===== src/rtl/oam_dma.sv =====
// Sprite DMA engine: a CPU write to $4014 halts the CPU and copies page $PP00-$PPFF
// into OAM through the PPU OAMDATA register, one read/write pair per byte.
module oam_dma #(
   parameter logic [15:0] DMA_REG_ADDR = 16'h4014,
   parameter logic [2:0]  OAMDATA_REG  = 3'h4,
   parameter int unsigned XFER_LEN     = 256
) (
   input  logic        CLK,
   input  logic        RESET,
   input  logic        CPU_CE,
   input  logic [15:0] CPU_ADDR,
   input  logic [7:0]  CPU_DATA_IN,
   input  logic        CPU_wren,
   output logic        CPU_HALT,
   output logic [15:0] DMA_BUS_ADDR,
   output logic        DMA_BUS_RD,
   input  logic [7:0]  DMA_BUS_DATA_IN,
   output logic [2:0]  PPU_ADDR_OUT,
   output logic [7:0]  PPU_DATA_OUT,
   output logic        PPU_WREN,
   output logic        DMA_ACTIVE
);

   localparam logic [7:0] LAST_IDX = 8'(XFER_LEN - 1);

   typedef enum logic [2:0] {S_IDLE, S_HALT, S_ALIGN, S_READ, S_WRITE} state_t;

   state_t      state_q, state_d;
   logic [7:0]  page_q, page_d;
   logic [7:0]  idx_q, idx_d;
   logic [7:0]  buf_q, buf_d;
   logic        parity_q, parity_d;
   logic [15:0] addr_q, addr_d;
   logic [2:0]  ppu_addr_q, ppu_addr_d;
   logic        wren_q, wren_d;

   always_comb begin
      state_d    = state_q;
      page_d     = page_q;
      idx_d      = idx_q;
      buf_d      = buf_q;
      parity_d   = parity_q;
      addr_d     = addr_q;
      ppu_addr_d = ppu_addr_q;
      wren_d     = 1'b0;
      if (CPU_CE) begin
         parity_d = ~parity_q;
         unique case (state_q)
            S_IDLE: begin
               if (CPU_wren && (CPU_ADDR == DMA_REG_ADDR)) begin
                  page_d  = CPU_DATA_IN;
                  idx_d   = '0;
                  state_d = S_HALT;
               end
            end
            S_HALT: begin
               if (parity_q) begin
                  state_d = S_ALIGN;
               end else begin
                  state_d = S_READ;
                  addr_d  = {page_q, idx_q};
               end
            end
            S_ALIGN: begin
               state_d = S_READ;
               addr_d  = {page_q, idx_q};
            end
            S_READ: begin
               // WREN is set only on the CE edge entering WRITE, so it lasts one CLK
               buf_d      = DMA_BUS_DATA_IN;
               ppu_addr_d = OAMDATA_REG;
               wren_d     = 1'b1;
               state_d    = S_WRITE;
            end
            S_WRITE: begin
               if (idx_q == LAST_IDX) begin
                  state_d = S_IDLE;
               end else begin
                  idx_d   = idx_q + 8'd1;
                  addr_d  = {page_q, idx_q + 8'd1};
                  state_d = S_READ;
               end
            end
            default: state_d = S_IDLE;
         endcase
      end
   end

   always_ff @(posedge CLK) begin
      if (RESET) begin
         state_q    <= S_IDLE;
         page_q     <= '0;
         idx_q      <= '0;
         buf_q      <= '0;
         parity_q   <= 1'b0;
         addr_q     <= '0;
         ppu_addr_q <= '0;
         wren_q     <= 1'b0;
      end else begin
         state_q    <= state_d;
         page_q     <= page_d;
         idx_q      <= idx_d;
         buf_q      <= buf_d;
         parity_q   <= parity_d;
         addr_q     <= addr_d;
         ppu_addr_q <= ppu_addr_d;
         wren_q     <= wren_d;
      end
   end

   assign CPU_HALT     = (state_q != S_IDLE);
   assign DMA_ACTIVE   = (state_q != S_IDLE);
   assign DMA_BUS_RD   = (state_q == S_READ);
   assign DMA_BUS_ADDR = addr_q;
   assign PPU_ADDR_OUT = ppu_addr_q;
   assign PPU_DATA_OUT = buf_q;
   assign PPU_WREN     = wren_q;

endmodule


===== config.mk =====
export PLATFORM = sky130hd
export DESIGN_NAME = oam_dma
export DESIGN_NICKNAME = d
export VERILOG_FILES = /design/src/rtl/oam_dma.sv
export SDC_FILE = /design/constraint.sdc
export NUM_CORES = 1
export LEC_CHECK = 0
export BUFFER_PORTS_ARGS = -buffer_cell sky130_fd_sc_hd__buf_4
export CORE_AREA = 2 2 95 97
export DETAILED_ROUTE_END_ITERATION = 7
export DIE_AREA = 0 0 97 99
export PLACE_DENSITY = 0.5
export REMOVE_ABC_BUFFERS = 1
export SYNTH_ARGS = -nofsm -noshare
export SYNTH_HDL_FRONTEND = slang
export SYNTH_SLANG_ARGS = --single-unit

===== constraint.sdc =====
create_clock -name CLK -period 4.4 [get_ports CLK]
set_input_delay 0 -clock CLK [delete_from_list [all_inputs] [get_ports CLK]]
set_output_delay 0 -clock CLK [all_outputs]
set_load 0.02 [all_outputs]

# Word level (Yosys, flattened, before mapping)
# Index checks and enable logic that the tools add are counted.
# totals
register_bits	46
wordCells	42
out_inout_bits	31
# op_classes
n_addsub	1
n_reduce_logical	11
n_mux	11
eq_ne	9
bitwise_logic	2
# op_table
operator	count
16-bit case mux with 3 select lines	1
16-bit 2-to-1 mux	2
16-bit by 15-bit equality test with 1-bit output, second input constant	1
8-bit 2-to-1 mux	2
8-bit case mux with 2 select lines	1
3-bit case mux with 5 select lines	1
8-bit by 1-bit adder with 8-bit output, second input constant	1
8-bit equality test, second input constant	1
4-bit AND reduction	2
3-bit by 2-bit equality test with 1-bit output, second input constant	2
2-bit inequality test, second input constant	3
3-bit nonzero test	2
2-bit AND reduction	2
3-bit by 1-bit equality test with 1-bit output, second input constant	1
3-bit equality test, second input constant	1
3-bit logical NOT	1
3-bit 2-to-1 mux	1
3-bit AND reduction	1
1-bit 2-to-1 mux	2
2-bit 2-to-1 mux	1
1-bit inverter	2
2-bit nonzero test	1
2-bit OR reduction	1
1-bit logical AND	1

# Depth between registers and ports, before layout
# logic_depth
ltp_word	4
ltp_mapped	9
ltp_nobuf	6

# Least setup slack after synthesis
# OpenSTA, ideal clock, no wires.
# synth_timing
path_type	reg-to-reg
start	register state_q[1]
end	register addr_q[11], in the netlist DMA_BUS_ADDR[11]
t_arrival_ns	1.892
stages_incl_launch_ff	10
setup_time_ns	0.128
synth_period_minus_slack_ns	2.020
slack_ns	2.380
cell_sequence	dfxtp_1 buf_4 or3b_1 or3_1 buf_2 o211a_1 buf_6 buf_6 mux2i_1 nor2_1
# synth_via
elab_chain_cells	3
elab_cells_between_ends	8
classes_between	eq/ne (5); mux (1); reduce/logical (2)
# synth_rtl
element	line	text
start: declaration	28	state_t state_q, state_d;
start signal: assignment	100	state_q <= state_d;
3-bit by 1-bit equality test with 1-bit output, or another cell as far along	48	unique case (state_q)
2-bit inequality test (no line) or 3-bit nonzero test (tied branches)	-	
4-bit AND reduction (no line)	-	
end signal: assignment	105	addr_q <= addr_d;
end: declaration	33	logic [15:0] addr_q, addr_d;
# Parallel ways exist; a longest one is shown, timed or not.
# A chain may end at the register's enable or synchronous reset.

# Final worst setup path
# layout_timing
start	register state_q[2]
end	register addr_q[7], in the netlist DMA_BUS_ADDR[7]
# The elaborated chain is that of the path after synthesis.

==> results.json <==
{
  "vdd_drop_max_uv": 151,
  "diodes": 0,
  "switching_share_pct": 24.4,
  "ant_nets": 0,
  "cts_buffers": 5,
  "r2r_cells": 5,
  "wl_per_cell_um": 12.2,
  "max_slew.worst_pin.slew_ns": 0.976,
  "fp.coreArea_um2": 8550,
  "hold_viol": 0,
  "synth_edf_count": 0,
  "clock-sinks": 46,
  "layout_commonest_cell": "buf_4",
  "worst_ep_arrival_time_ns": 2.64,
  "grt_usage_pct": 10.8,
  "rsz0062_at_grt": "no",
  "worstSkewPairLatency_ns": 0.31,
  "synth-async-reset-ratio_pct": 0,
  "slew_viol_final": 0,
  "internal_power_mw": 0.566,
  "p_leak_nw": 1.09,
  "dp_hpwl_um": 3490,
  "finClkSkew_ns": 0.00748,
  "reg2reg_to": "DMA_BUS_ADDR[7]$_SDFFE_PP0P_",
  "drv_cap": 0,
  "synthDistinctLibCells": 47,
  "clockBufferDepth": 2,
  "synth_area_um2": 2090,
  "drt-total-wl_um": 5140,
  "place_ws_ns": 1.92,
  "final.setup.tns_ns": 0,
  "drive_gt1_share_pct": 26.2,
  "initial_core_util_pct": 24.4,
  "via_per_inst": 4.43,
  "clockRootBuffer": "clkbuf_8",
  "p_seq_share_pct": 55.8,
  "fmax_mhz": 403,
  "cts_tree": "yes",
  "slew-limit-headroom_pct": 34.6,
  "drt-initial-drc-count": 109,
  "gp_congestion": 0.792,
  "ios": 67,
  "crit_fanout": 24,
  "seq_area_frac_synth_pct": 44.2,
  "die_width_um": 97,
  "netlist_instances": 240,
  "grt_max_degree": 45,
  "num_vias": 1865,
  "cp-end-kind": "flip-flop",
  "die_area_um2": 9600,
  "yosys_register_bits": 46,
  "area_growth_pct": 36.6,
  "layout_common_cells": "buf_4, dfxtp_1, nand2_1",
  "syn_avg_cell_area_um2": 8.69,
  "num_rows": 34,
  "critPathKind": "reg -> reg",
  "n_fill_cell": 896,
  "pwr-share-comb_pct": 6.5,
  "startpoint_type": "flip-flop",
  "layout_worst_path_cycle_share_pct": 56.4,
  "worstPathRequired_ns": 4.55,
  "p_sw_mw": 0.182,
  "clockPowerShare_pct": 37.7,
  "crit_path_start": "state_q[2]$_SDFFE_PP0P_",
  "grt_pass1_vias": 1784,
  "io_buffers": 64,
  "yosys_warnings": 0,
  "grt_first_pass_wirelength_um": 8620,
  "r2r_slack_ns": 1.92,
  "cts-resized-gates": 0,
  "power_density_nw_per_um2": 263,
  "synth-main-ff-cell": "dfxtp_1",
  "drc": 0,
  "antenna_found_initial": 0,
  "finalWorstSetupSlack_ns": 1.92,
  "crit_end": "DMA_BUS_ADDR[7]$_SDFFE_PP0P_",
  "reg2reg_from": "state_q[2]$_SDFFE_PP0P_",
  "dr.pass1.iters": 4,
  "gr-total-overflow": 0,
  "cts_max_level": 2,
  "clkTransAtPathRegs_ns": 0.09,
  "dieHeight_um": 99,
  "period_needed_ns": 2.48,
  "status": "finished, final reports clean",
  "min_path_type": "in -> reg",
  "setup_viol": 0,
  "nets": 350
}
[cell usage after synthesis, types with 2 or more instances]
| library cell | instances | share of area [%] |
|---|---|---|
| or2_2 | 2 | 0.60 |
| nand3b_1 | 2 | 0.72 |
| a21oi_1 | 17 | 4.1 |
| buf_2 | 2 | 0.48 |
| ha_1 | 2 | 1.2 |
| a211oi_1 | 5 | 1.8 |
| buf_6 | 3 | 1.6 |
| buf_4 | 4 | 1.4 |
| nor2_1 | 33 | 5.9 |
| clkbuf_1 | 6 | 1.1 |
| xnor2_1 | 3 | 1.3 |
| xor2_1 | 5 | 2.1 |
| nand3_1 | 9 | 2.2 |
| a211oi_2 | 2 | 1.2 |
| nor4b_1 | 2 | 0.84 |
| nand2_1 | 36 | 6.5 |
| dfxtp_1 | 46 | 44 |
| o31ai_1 | 2 | 0.72 |
| inv_1 | 3 | 0.54 |
| mux2i_1 | 18 | 8.6 |
| o21ai_0 | 9 | 2.2 |
| or3_1 | 2 | 0.60 |
| nor3_1 | 3 | 0.72 |
[kinds of logic (layout without fill, tap and decap cells)]
group                      count (synthesis)  count (layout)  synth area share (%)
and+or+nand+nor                          103             103                  23.3
DFF                                       46              46                  44.2
AOI/OAI and AO/OA                         42              42                  13.1
buffers and inverters                     20              92                  6.06
muxes                                     18              18                  8.64
xor gates and xnor gates                   8               8                  3.36
adders and majority gates                  2               2                  1.20
other                                      1               2                 0.180
[layout make-up]
cell class	instances	area, um^2	area share, %
clock buffers	5	68.8	2.42
flip-flops and latches	46	921	32.3
repair buffers	80	641	22.5
well taps	108	135	4.74
multi-input cells	175	1040	36.6
clock inverters	3	26.3	0.922
inverters	4	15.0	0.527
[power by group through the flow]
stage | logic, mW | clock network (mW) | registers (mW)
3_5_place_dp | 0.0380 | 0 | 0.427
6_report | 0.0488 | 0.282 | 0.418
2_1_floorplan | 0.00567 | 0 | 0.427
3_3_place_gp | 0.0377 | 0 | 0.427
4_1_cts | 0.0493 | 0.297 | 0.418
5_1_grt | 0.0528 | 0.317 | 0.418
[through the flow]
step	util [%]	instances	hold slack [ns]	area, um^2	power [mW]
after global placement	30.3	397	0.234	2590	0.465
after global routing	33.3	421	0.0428	2850	0.788
after detailed placement	30.3	397	0.241	2590	0.465
after CTS	33.3	421	0.0204	2850	0.764
after floorplan	-	225	0.0646	1980	0.433
final	33.3	421	0.0135	2850	0.749
[layer usage]
| layer | global-route usage (%) | up-vias | wire length (um) |
|---|---|---|---|
| met4 | 2.60 | 0 | 41 |
| met5 | 0 | - | 0 |
| met1 | 13.8 | 851 | 2420 |
| met3 | 2.98 | 6 | 266 |
| met2 | 18.0 | 45 | 2420 |
| li1 | - | 963 | - |
[worst max-delay path: stages, from the launching register on]
cell and delay (ns):
dfxtp_1 0.48, or3b_1 0.45, or3_1 0.48, o211a_1 0.53, o21ai_0 0.33, a21oi_1 0.06
[registers in the layout, summed over array words and instances (netlist names)]
name and count:
DMA_BUS_ADDR 16, idx_q 8, PPU_WREN 1, parity_q 1, state_q 3, page_q 8, PPU_DATA_OUT 8, PPU_ADDR_OUT 1
[what timing repair did]
item | in CTS | in global routing
endpoints found under the hold margin | 16 | 0
buffers inserted | 0 | 0
hold buffers | 16 | 0
[worst min path at each step]
stage	from	endpoint	slack, ns	cells past startpoint
2_1_floorplan	RESET	DMA_BUS_ADDR[0]$_SDFFE_PP0P_	0.06	1
3_3_place_gp	CPU_DATA_IN[6]	page_q[6]$_SDFFE_PP0P_	0.23	3
3_5_place_dp	CPU_DATA_IN[4]	page_q[4]$_SDFFE_PP0P_	0.24	3
4_1_cts	CPU_CE	parity_q$_SDFFE_PP0P_	0.02	3
5_1_grt	CPU_CE	parity_q$_SDFFE_PP0P_	0.04	3
6_report	CPU_CE	parity_q$_SDFFE_PP0P_	0.01	3
No activity file was read; power rests on OpenSTA's default activity.
